**config.mk**
```make
export PLATFORM = sky130hd
export DESIGN_NAME = run_sequencer
export DESIGN_NICKNAME = d
export VERILOG_FILES = /design/src/rtl/conf_pkg.sv /design/src/rtl/done_tracker.sv /design/src/rtl/run_sequencer.sv
export SDC_FILE = /design/constraint.sdc
export NUM_CORES = 1
export LEC_CHECK = 0
export CORE_MARGIN = 4
export CORE_UTILIZATION = 35
export CTS_CLUSTER_DIAMETER = 100
export DETAILED_ROUTE_END_ITERATION = 7
export PLACE_DENSITY_LB_ADDON = 0.08
export SYNTH_ARGS = -nofsm -noshare
export SYNTH_HDL_FRONTEND = slang
export SYNTH_HIERARCHICAL = 1
export SYNTH_SLANG_ARGS = --single-unit
```
**constraint.sdc**
```tcl
create_clock -name ACLK -period 5.9 [get_ports ACLK]
set_input_delay 1.475 -clock ACLK [delete_from_list [all_inputs] [get_ports ACLK]]
set_output_delay 1.475 -clock ACLK [all_outputs]
set_load 0.005 [all_outputs]
```
**src/rtl/conf_pkg.sv**
```systemverilog
// Shared definitions for the run sequencer and the config register block:
// sequencer state encoding, STATUS codes and CONFIG_DATA word layout.
package conf_pkg;

  typedef enum logic [2:0] {
    ST_IDLE  = 3'd0,
    ST_FLUSH = 3'd1,
    ST_START = 3'd2,
    ST_RUN   = 3'd3,
    ST_FIN   = 3'd4
  } seq_state_t;

  localparam logic [1:0] STATUS_OK      = 2'b00;
  localparam logic [1:0] STATUS_BADCMD  = 2'b01;
  localparam logic [1:0] STATUS_TIMEOUT = 2'b10;

  localparam int WORD_CMD = 0;
  localparam int WORD_SRC = 1;
  localparam int WORD_DST = 2;
  localparam int WORD_LEN = 3;

endpackage

```
**src/rtl/done_tracker.sv**
```systemverilog
// Sticky read/write completion flags plus the saturating RUN-cycle counter.
// clear (START) restarts tracking but still captures pulses arriving that cycle.
module done_tracker (
  input  logic        clk,
  input  logic        rst_n,
  input  logic        clear,
  input  logic        track,
  input  logic        rd_done,
  input  logic        wr_done,
  output logic        both_done,
  output logic [31:0] cycles
);

  logic rd_flag;
  logic wr_flag;

  // Flag capture and cycle counting
  always_ff @(posedge clk or negedge rst_n) begin
    if (!rst_n) begin
      rd_flag <= 1'b0;
      wr_flag <= 1'b0;
      cycles  <= 32'd0;
    end else if (clear) begin
      rd_flag <= rd_done;
      wr_flag <= wr_done;
      cycles  <= 32'd0;
    end else if (track) begin
      rd_flag <= rd_flag | rd_done;
      wr_flag <= wr_flag | wr_done;
      if (cycles != 32'hFFFF_FFFF) begin
        cycles <= cycles + 32'd1;
      end
    end
  end

  // Stale flags from the previous command must not count during START
  assign both_done = ((rd_flag && !clear) || rd_done) &&
                     ((wr_flag && !clear) || wr_done);

endmodule

```
**src/rtl/run_sequencer.sv**
```systemverilog
// Command sequencer: accepts a config command, flushes the datapath, kicks the
// read and write engines, waits for both to finish (or time out) and reports.
module run_sequencer
  import conf_pkg::*;
#(
  parameter int NREG      = 4,
  parameter int W         = 32,
  parameter int FLUSH_CYC = 4,
  parameter int TIMEOUT   = 1 << 24
) (
  input  logic            ACLK,
  input  logic            ARESETN,
  input  logic            CONFIG_VALID,
  output logic            CONFIG_READY,
  input  logic [NREG*W-1:0] CONFIG_DATA,
  output logic            RD_START,
  output logic [31:0]     RD_ADDR,
  output logic [31:0]     RD_LEN,
  input  logic            RD_DONE,
  output logic            WR_START,
  output logic [31:0]     WR_ADDR,
  output logic [31:0]     WR_LEN,
  input  logic            WR_DONE,
  output logic            PIPE_RESET,
  output logic [1:0]      STATUS,
  output logic [31:0]     CYCLES
);

  localparam int FCW = (FLUSH_CYC < 2) ? 1 : $clog2(FLUSH_CYC + 1);

  logic           rst_meta;
  logic           rst_sync;
  seq_state_t     state;
  seq_state_t     state_nxt;
  logic [FCW-1:0] flush_cnt;
  logic [1:0]     status_r;
  logic           cmd_go;
  logic [31:0]    src_w;
  logic [31:0]    dst_w;
  logic [31:0]    len_w;
  logic           bad_cmd;
  logic           accept;
  logic           both_done;
  logic           timeout_hit;

  // Reset synchronizer: assert immediately, release two ACLK edges later
  always_ff @(posedge ACLK or negedge ARESETN) begin
    if (!ARESETN) begin
      rst_meta <= 1'b0;
      rst_sync <= 1'b0;
    end else begin
      rst_meta <= 1'b1;
      rst_sync <= rst_meta;
    end
  end

  assign cmd_go      = CONFIG_DATA[WORD_CMD*W];
  assign src_w       = 32'(CONFIG_DATA[WORD_SRC*W +: W]);
  assign dst_w       = 32'(CONFIG_DATA[WORD_DST*W +: W]);
  assign len_w       = 32'(CONFIG_DATA[WORD_LEN*W +: W]);
  assign bad_cmd     = !cmd_go || (len_w == 32'd0);
  assign accept      = CONFIG_VALID && (state == ST_IDLE);
  // Counter after this RUN cycle will equal TIMEOUT
  assign timeout_hit = (CYCLES >= 32'(TIMEOUT - 1));

  done_tracker u_done_tracker (
    .clk       (ACLK),
    .rst_n     (rst_sync),
    .clear     (state == ST_START),
    .track     (state == ST_RUN),
    .rd_done   (RD_DONE),
    .wr_done   (WR_DONE),
    .both_done (both_done),
    .cycles    (CYCLES)
  );

  // Next-state decode
  always_comb begin
    state_nxt = state;
    case (state)
      ST_IDLE: begin
        if (CONFIG_VALID) begin
          state_nxt = bad_cmd ? ST_FIN : ST_FLUSH;
        end else begin
          state_nxt = ST_IDLE;
        end
      end
      ST_FLUSH: begin
        if (flush_cnt == FCW'(1)) begin
          state_nxt = ST_START;
        end else begin
          state_nxt = ST_FLUSH;
        end
      end
      ST_START: begin
        if (both_done) begin
          state_nxt = ST_FIN;
        end else begin
          state_nxt = ST_RUN;
        end
      end
      ST_RUN: begin
        if (both_done || timeout_hit) begin
          state_nxt = ST_FIN;
        end else begin
          state_nxt = ST_RUN;
        end
      end
      ST_FIN:  state_nxt = ST_IDLE;
      default: state_nxt = ST_IDLE;
    endcase
  end

  // State, command capture, flush countdown and status
  always_ff @(posedge ACLK or negedge rst_sync) begin
    if (!rst_sync) begin
      state     <= ST_IDLE;
      flush_cnt <= '0;
      status_r  <= STATUS_OK;
      RD_ADDR   <= 32'd0;
      WR_ADDR   <= 32'd0;
      RD_LEN    <= 32'd0;
      WR_LEN    <= 32'd0;
    end else begin
      state <= state_nxt;
      if (accept) begin
        RD_ADDR   <= src_w;
        WR_ADDR   <= dst_w;
        RD_LEN    <= len_w;
        WR_LEN    <= len_w;
        status_r  <= bad_cmd ? STATUS_BADCMD : STATUS_OK;
        flush_cnt <= FCW'(FLUSH_CYC);
      end else if (state == ST_FLUSH) begin
        flush_cnt <= flush_cnt - FCW'(1);
      end
      if ((state == ST_RUN) && !both_done && timeout_hit) begin
        status_r <= STATUS_TIMEOUT;
      end
    end
  end

  assign STATUS       = status_r;
  assign CONFIG_READY = (state == ST_IDLE);
  assign RD_START     = (state == ST_START);
  assign WR_START     = (state == ST_START);
  assign PIPE_RESET   = (state == ST_FLUSH) ||
                        ((state == ST_FIN) && (status_r == STATUS_TIMEOUT));

endmodule

```
==> results by stage, run 1 <==
Timing:
- The shortest clock period the worst path allows after layout is 3710 ps.
- The sum of negative setup slack is 0 ps.
- Final hold analysis gives a worst-case slack of 358 ps.
- The portion of the clock cycle consumed by the worst path in the final layout is 0.628.
- Setup repair after global routing left no endpoint under its margin.
- The final setup violation count is 0.
- For this run, the top clock speed supported by timing is 0.270 GHz.
- The number of max-slew violations in the final report came to 0.
- The count of final hold-check violations is 0.
- Between clock sinks in the finished design, the worst skew comes to around 9.4 ps.
- The normalized max-slew margin is 0.353.
- For the pin with the worst max-slew slack, the measured transition is approximately 970 ps.

Clock tree:
- The number of levels in the clock H-tree is 4.
- In this run, post-CTS repair resized a total of 0 instances.
- Clock latency on the worst-skew pair, taken at its later pin, is 410 ps.
- In this run the post-CTS setup repair buffer count came out at 0.
- The cell chosen for the clock root is clkbuf_16.
- The clock drives 140 sinks.
- The clock transition at the registers of the reported paths is 60 ps.
- Counting along the longest clock path gives a buffer depth of 2.
- TritonCTS built the clock tree.
- Counting the buffers created by CTS gives 17.
- The count of hold-fix buffers inserted at cts is 0.

Hold path:
- The worst min-delay path category is register to register.

Global routing:
- Entering global routing, the biggest net connects 93 pins.
- Summed over all layers, the global routing overflow is 0.
- The first-pass GRT wire length is 30500 um.
- The initial antenna violation count is 1.
- The via count of the first global-routing pass is between 5000 and 6000.
- The total global-route track usage is 0.189.

Run:
- The count of max-cap constraint violations is 0.

Setup path:
- The maximum net fanout on the critical path is 46.
- The worst setup path is launched from a register.
- The type of element capturing the critical path is a primary output.
- The path type of the worst setup path is register to primary output.
- For the worst setup path, the data arrival time is 2230 ps.
- The required time of the critical path is approximately 4400 ps.
- The minimum setup slack among reg-to-reg paths is 3110 ps.

Yosys:
- In the synthesized netlist, the number of instances is roughly 720.
- The cell type with the largest total area after synthesis is dfrtp_1.
- The most common cell in the synthesized netlist is nand2_1.
- The area share of the largest cell type after synthesis is 0.543.
- The number of distinct library cells after synthesis is 54.
- The synthesized design contains 140 register bits.
- In this run the mean area of a mapped cell was 8.93 um2.
- Counting flops with an async set or reset pin after synthesis yields a share of 1.00.
- The net count after synthesis is ~860.
- By area the synthesized netlist is led by dfrtp_1 54%, nand2_1 18%, buf_4 4.2%, a21oi_1 2.1%, or3_1 1.6%.
- Ranked by instance count, the synthesized netlist is headed by 307 x nand2_1, 140 x dfrtp_1, 36 x buf_4, 27 x a21oi_1, 20 x nor2_1.
- After synthesis the cells add up to 0.00645 mm2.
- Among all flip-flop cells after synthesis, the most frequent one is dfrtp_1.
- During synthesis, Yosys emitted a total of 6 warnings.
- For this run, the register share of the synthesized area comes to 0.543.
- The number of enable-type register cells in the synthesized netlist is 0.

Placement:
- The estimated wirelength of the detail-placed design is 14400 um.
- The number of I/O port buffers is 267.
- The instance count after placement with tap cells included is around 1200.
- The routability congestion estimate is 0.772.

Routing:
- The routed wirelength normalized by instance count is 16.7 um.
- The initial DRC count is 277.
- The final layout contains routed wiring with a total length of 19900 um.
- The total vias in the final route is 5759.
- After detailed routing, the number of vias per cell comes to 4.83.
- The remaining design rule violation count is 0.
- The count of nets left with antenna violations once routing finished came out at 0.
- The iteration count of the initial detailed-routing pass is 4.

Pwr:
- The worst supply voltage drop on vdd is between 0.2 and 0.25 mV.
- The leakage power summed over all cells is 0.00434 uW.
- Power spread over the standard cell area amounts to around 440 mW/mm2.

Cells and area:
- The fraction of final layout cells with drive strength greater than 1 is 0.0592.
- The net total in the final layout is 1087.
- The count of non-filler cells in the finished layout is 1193.
- The area growth from synthesis to layout is 50.0%.
- The layout has 1686 filler cells.

Floorplan:
- The number of placement rows is 49.
- The core outline area is 0.0180 mm2.
- The effective utilization at floorplan is 0.358.
- The floorplan step defined a die boundary enclosing 0.0207 mm2.
- The number of primary I/O pins is between 200 and 300.
- The die is 144 um wide.
- The floorplan step set the die height to around 140 um.

Run status:
- The run finished with clean final reports.
worst paths after layout:
path                               start                         to  cells past startpoint
worst max-delay path            state[2]                   RD_START                      5
worst min-delay path            rst_meta                   rst_sync                      0
max in group asynchronous       rst_sync                  WR_LEN[4]                      1
worst min register to register  rst_meta                   rst_sync                      0
worst max register to register  state[2]  u_done_tracker/cycles[27]                      8
min in group asynchronous       rst_sync  u_done_tracker/cycles[15]                      0
registers in the layout, indices dropped and copies added (netlist names):
signal,count
rst_sync,1
flush_cnt,3
u_done_tracker/cycles,32
WR_ADDR,32
state,3
RD_ADDR,32
WR_LEN,32
u_done_tracker/rd_flag,1
STATUS,2
rst_meta,1
u_done_tracker/wr_flag,1
cell usage in the layout (no fill, tap or decap), types with 2 or more instances in the layout:
master           synthesis  final
inv_1                   11     11
o21ai_1                  5      5
clkinv_4                 0      4
a211oi_1                 3      3
nor2_1                  20     19
o31ai_1                  7      7
nand3_1                 13     13
nor3_1                   5      5
xor2_1                   2      2
and4_1                   5      5
nand4_1                 12     12
dfrtp_1                140    139
or4_1                    9      9
a21oi_2                  2      2
and3_1                   3      3
nand2b_1                 4      4
nand2_1                307    307
nor4_4                   2      2
clkbuf_16                0     17
or3_1                   17     17
bufinv_16                0      3
clkinvlp_4               0      3
clkdlybuf4s50_1          0    267
mux2_2                   3      3
o22ai_1                  2      2
buf_4                   36      3
o21ai_0                 17     17
clkinv_2                 0      3
nor4_1                  11     11
nor2b_1                  6      6
a21oi_1                 27     27
ha_1                     3      3
per-layer routing:
| layer | GRT usage | up-vias | share of wire |
|---|---|---|---|
| li1 | - | 2826 | - |
| met1 | 0.244 | 2710 | 0.43 |
| met2 | 0.305 | 198 | 0.48 |
| met3 | 0.0546 | 25 | 0.070 |
| met4 | 0.0684 | 0 | 0.018 |
| met5 | 0 | - | 0 |
kinds of logic (layout without fill, tap and decap cells):
kind of cell             Yosys count  after routing  synth area share
XOR/XNOR                           3              3           0.00407
AO/OA/AOI/OAI                     71             71            0.0700
flip-flops                       140            140             0.543
AND/OR/NAND/NOR                  425            425             0.298
adder cells (fa/ha/maj)            3              3           0.00582
buffers and inverters             74            314            0.0684
other                              1              2          0.000581
multiplexers                       6              6            0.0109
cell type report:
| type | instances | area, um2 | share of cell area |
|---|---|---|---|
| inverter | 12 | 45.0 | 0.00465 |
| sequential | 140 | 3510 | 0.362 |
| multi-input combinational | 509 | 2530 | 0.261 |
| antenna | 1 | 2.50 | 0.000259 |
| tap | 229 | 287 | 0.0296 |
| clock inverter | 14 | 171 | 0.0177 |
| timing repair buffer | 271 | 2720 | 0.281 |
| clock buffer | 17 | 425 | 0.0440 |
stage by stage:
stage          power (uW)  setup WS (ps)  area (um2)   util
4_1_cts              4380           2150        9680  0.537
3_3_place_gp         3250           2320        9080  0.504
2_1_floorplan        2250           1710        6450      -
6_report             4300           2190        9680  0.537
5_1_grt              4590           2000        9680  0.537
3_5_place_dp         3270           2340        9080  0.504
where the power goes:
group          switching [uW]  total, uW  internal, uW
Combinational             663       1650           983
Clock                     419       1080           663
Sequential                262       1570          1310
Total                    1340       4300          2950
critical path: stages (launching register included):
cell             delay, ps
dfrtp_1                460
inv_1                  120
nand2_1                110
nor2_2                 100
buf_4                  410
clkdlybuf4s50_1        600
(Power assumes the default switching activity.)
==> inputs of run 2 (changes only) <==
==> constraint.sdc (replaced) <==
create_clock -name ACLK -period 3.5 [get_ports ACLK]
set_input_delay 0.875 -clock ACLK [delete_from_list [all_inputs] [get_ports ACLK]]
set_output_delay 0.875 -clock ACLK [all_outputs]
set_load 0.005 [all_outputs]
==> results by stage, run 2 (same netlist as run 1, synthesis figures left out) <==
Setup path:
- The critical register-to-register path startpoint is state[2] (unchanged).
- The minimum setup slack among reg-to-reg paths is 930 ps (was 3110 ps).
- The length in cells of the worst reg-to-reg path is 9 (was 8).
- The path type of the worst setup path is register to primary output (unchanged).
- The capture instance of the worst register-to-register path is u_done_tracker/cycles[27] (unchanged).
- The last element of the critical path is RD_START (unchanged).
- The signal arrival time at the worst endpoint is 2190 ps (was 2230 ps).
- The maximum net fanout on the critical path is 11 (was 46).
- The nature of the critical path startpoint is a register (unchanged).
- The type of element capturing the critical path was a primary output (unchanged).
- The startpoint of the most critical setup path is state[2] (unchanged).
- The required time of the critical path is 2620 ps (was 4430 ps).

Placement:
- The number of I/O port buffers is 267 (unchanged).
- The estimated wirelength of the detail-placed design is 14300 um (was 14400 um).
- The instance count after placement with tap cells included is 1168 (was 1161).
- The routability congestion estimate came to 0.757 (was 0.772).

Routing:
- The detailed-routing wirelength on met1 is 8360 um (was 8660 um).
- The remaining design rule violation count is 0 (unchanged).
- The iteration count of the initial detailed-routing pass is 4 (unchanged).
- The total vias in the final route was 5741 (was 5759).
- The met3 layer wire length in the routed design is 1460 um (was 1400 um).
- The count of antenna-violating nets left after detailed routing is 0 (unchanged).
- The initial DRC count was 294 (was 277).
- The per-cell via count in the routed design is 4.78 (was 4.83).
- The routed wirelength normalized by instance count was 16.3 um (was 16.7 um).
- The total wire length after detailed routing is 19600 um (was 19900 um).
- The uppermost signal routing layer after detailed routing was met4 (unchanged).
- The met2 wirelength from detailed routing is 9470 um (was 9500 um).

Global routing:
- The initial antenna violation count is 1 (unchanged).
- The maximum number of pins on one net before global-route repair is 57 (was 93).
- The residual overflow from global routing is 0 (unchanged).
- The first-pass GRT wire length is 30200 um (was 30500 um).
- The via count of the first global-routing pass is 5510 (was 5480).
- The total global-route track usage came to 0.187 (was 0.189).

Clock tree:
- The count of cells resized by post-cts repair is 0 (unchanged).
- The CTS tree is yes (unchanged).
- The number of levels in the clock H-tree is 4 (unchanged).
- The clock buffer count from CTS was 17 (unchanged).
- The count of hold-fix buffers inserted at cts is 0 (unchanged).
- The number of setup buffers added after CTS came to 0 (unchanged).
- The cell chosen for the clock root is clkbuf_16 (unchanged).
- The clock sink total is 140 (unchanged).
- The clock network latency to the later pin of the worst-skew pair is 420 ps (was 410 ps).
- The clock transition at the registers of the reported paths is 70 ps (was 60 ps).
- The worst-case clock buffer depth was 2 (unchanged).

Timing:
- The final setup violation count is 0 (unchanged).
- The count of final hold-check violations is 0 (unchanged).
- Unrepaired setup endpoints after global routing: no (unchanged).
- The normalized max-slew margin is 0.518 (was 0.353).
- The maximum clock frequency is roughly 0.33 GHz.
- The number of max-slew violations in the final report is 0 (unchanged).
- The actual transition at the worst max-transition pin came to 724 ps (was 970 ps).
- The shortest clock period the worst path allows after layout is 3060 ps.
- The final worst clock skew is 13.1 ps (was 9.42 ps).
- The sum of negative setup slack is 0 ps (unchanged).
- The portion of the clock cycle consumed by the worst path in the final layout is 0.875.

Floorplan:
- The area of the die is 0.0207 mm2 (unchanged).
- The effective utilization at floorplan is 0.358 (unchanged).
- The x dimension of the die came to 144 um (unchanged).
- The number of primary I/O pins is 299 (unchanged).
- The core outline area was 0.0180 mm2 (unchanged).
- The height of the chip is 144 um (unchanged).
- The number of placement rows is 49 (unchanged).

Cells and area:
- The fraction of final layout cells with drive strength greater than 1 came to 0.0649 (was 0.0592).
- The count of non-filler cells in the finished layout is 1201 (was 1193).
- Most frequent cells in the layout: 307 x nand2_1, 267 x clkdlybuf4s50_1, 139 x dfrtp_1, 27 x a21oi_1, 19 x nor2_1 (unchanged).
- The layout filler cell count is 1698 (was 1686).
- The area overhead of the layout relative to synthesis was 51.6% (was 50.0%).
- The net total in the final layout is 1094 (was 1087).
- The most common cell after layout, fill and taps aside was nand2_1 (unchanged).

Hold path:
- The worst min-delay path category is register to register (unchanged).
- The startpoint of the worst hold path is rst_meta (unchanged).

Pwr:
- The cell area power density is 751 mW/mm2 (was 444 mW/mm2).
- The leakage power summed over all cells is 0.00440 uW (was 0.00434 uW).
- The worst supply voltage drop on vdd is 0.352 mV (was 0.240 mV).

Run:
- The count of max-cap constraint violations is 0 (unchanged).

Run status:
- Status: finished, final reports clean (unchanged).
[run 2: critical path: stages (launching register included)]
cell,delay [ps]
dfrtp_1,460
inv_1,140
nand2_1,130
nor2_2,390
clkdlybuf4s50_1,650
[run 2: final cells by class]
class | count | area [um2] | share of cell area
inverter | 12 | 45.0 | 0.00460
tap | 229 | 287 | 0.0293
timing repair buffer | 278 | 2790 | 0.285
sequential | 140 | 3510 | 0.358
clock buffer | 21 | 460 | 0.0470
multi-input combinational | 509 | 2530 | 0.258
clock inverter | 11 | 168 | 0.0171
antenna | 1 | 2.50 | 0.000256
[run 2: per-stage QoR]
step	total power (uW)	hold WS, ps	util	worst slack (ps)	cell area [um2]
final	7350	356	0.543	439	9790
after global routing	7880	363	0.543	303	9790
after CTS	7480	361	0.543	425	9790
after detailed placement	5520	346	0.508	893	9160
after global placement	5490	336	0.508	892	9160
after floorplan	3790	331	-	1170	6460
[run 2: where the power goes]
part           total [uW]  internal (uW)  switching (uW)
logic                2810           1690            1130
clock network        1930           1230             701
registers            2610           2210             405
[run 2: how the worst min path moves through the flow]
stage	depth (start not counted)	to	slack, ps
2_1_floorplan	0	rst_sync	330
3_3_place_gp	0	rst_sync	340
3_5_place_dp	0	rst_sync	350
4_1_cts	0	rst_sync	360
5_1_grt	0	rst_sync	360
6_report	0	rst_sync	360
[run 2: metal layers]
layer | vias up | GRT usage
met5 | - | 0
met4 | 0 | 0.0614
met3 | 17 | 0.0566
met2 | 200 | 0.300
met1 | 2677 | 0.243
li1 | 2847 | -
==> inputs of run 3 (changes only) <==
--- a/config.mk
+++ b/config.mk
@@ -5,6 +5,7 @@
 export SDC_FILE = /design/constraint.sdc
 export NUM_CORES = 1
 export LEC_CHECK = 0
+export ABC_AREA = 0
 export CORE_MARGIN = 4
 export CORE_UTILIZATION = 35
 export CTS_CLUSTER_DIAMETER = 100
==> results of run 3 <==
No change in the layout: final DEF, timing and power equal those of run 2.
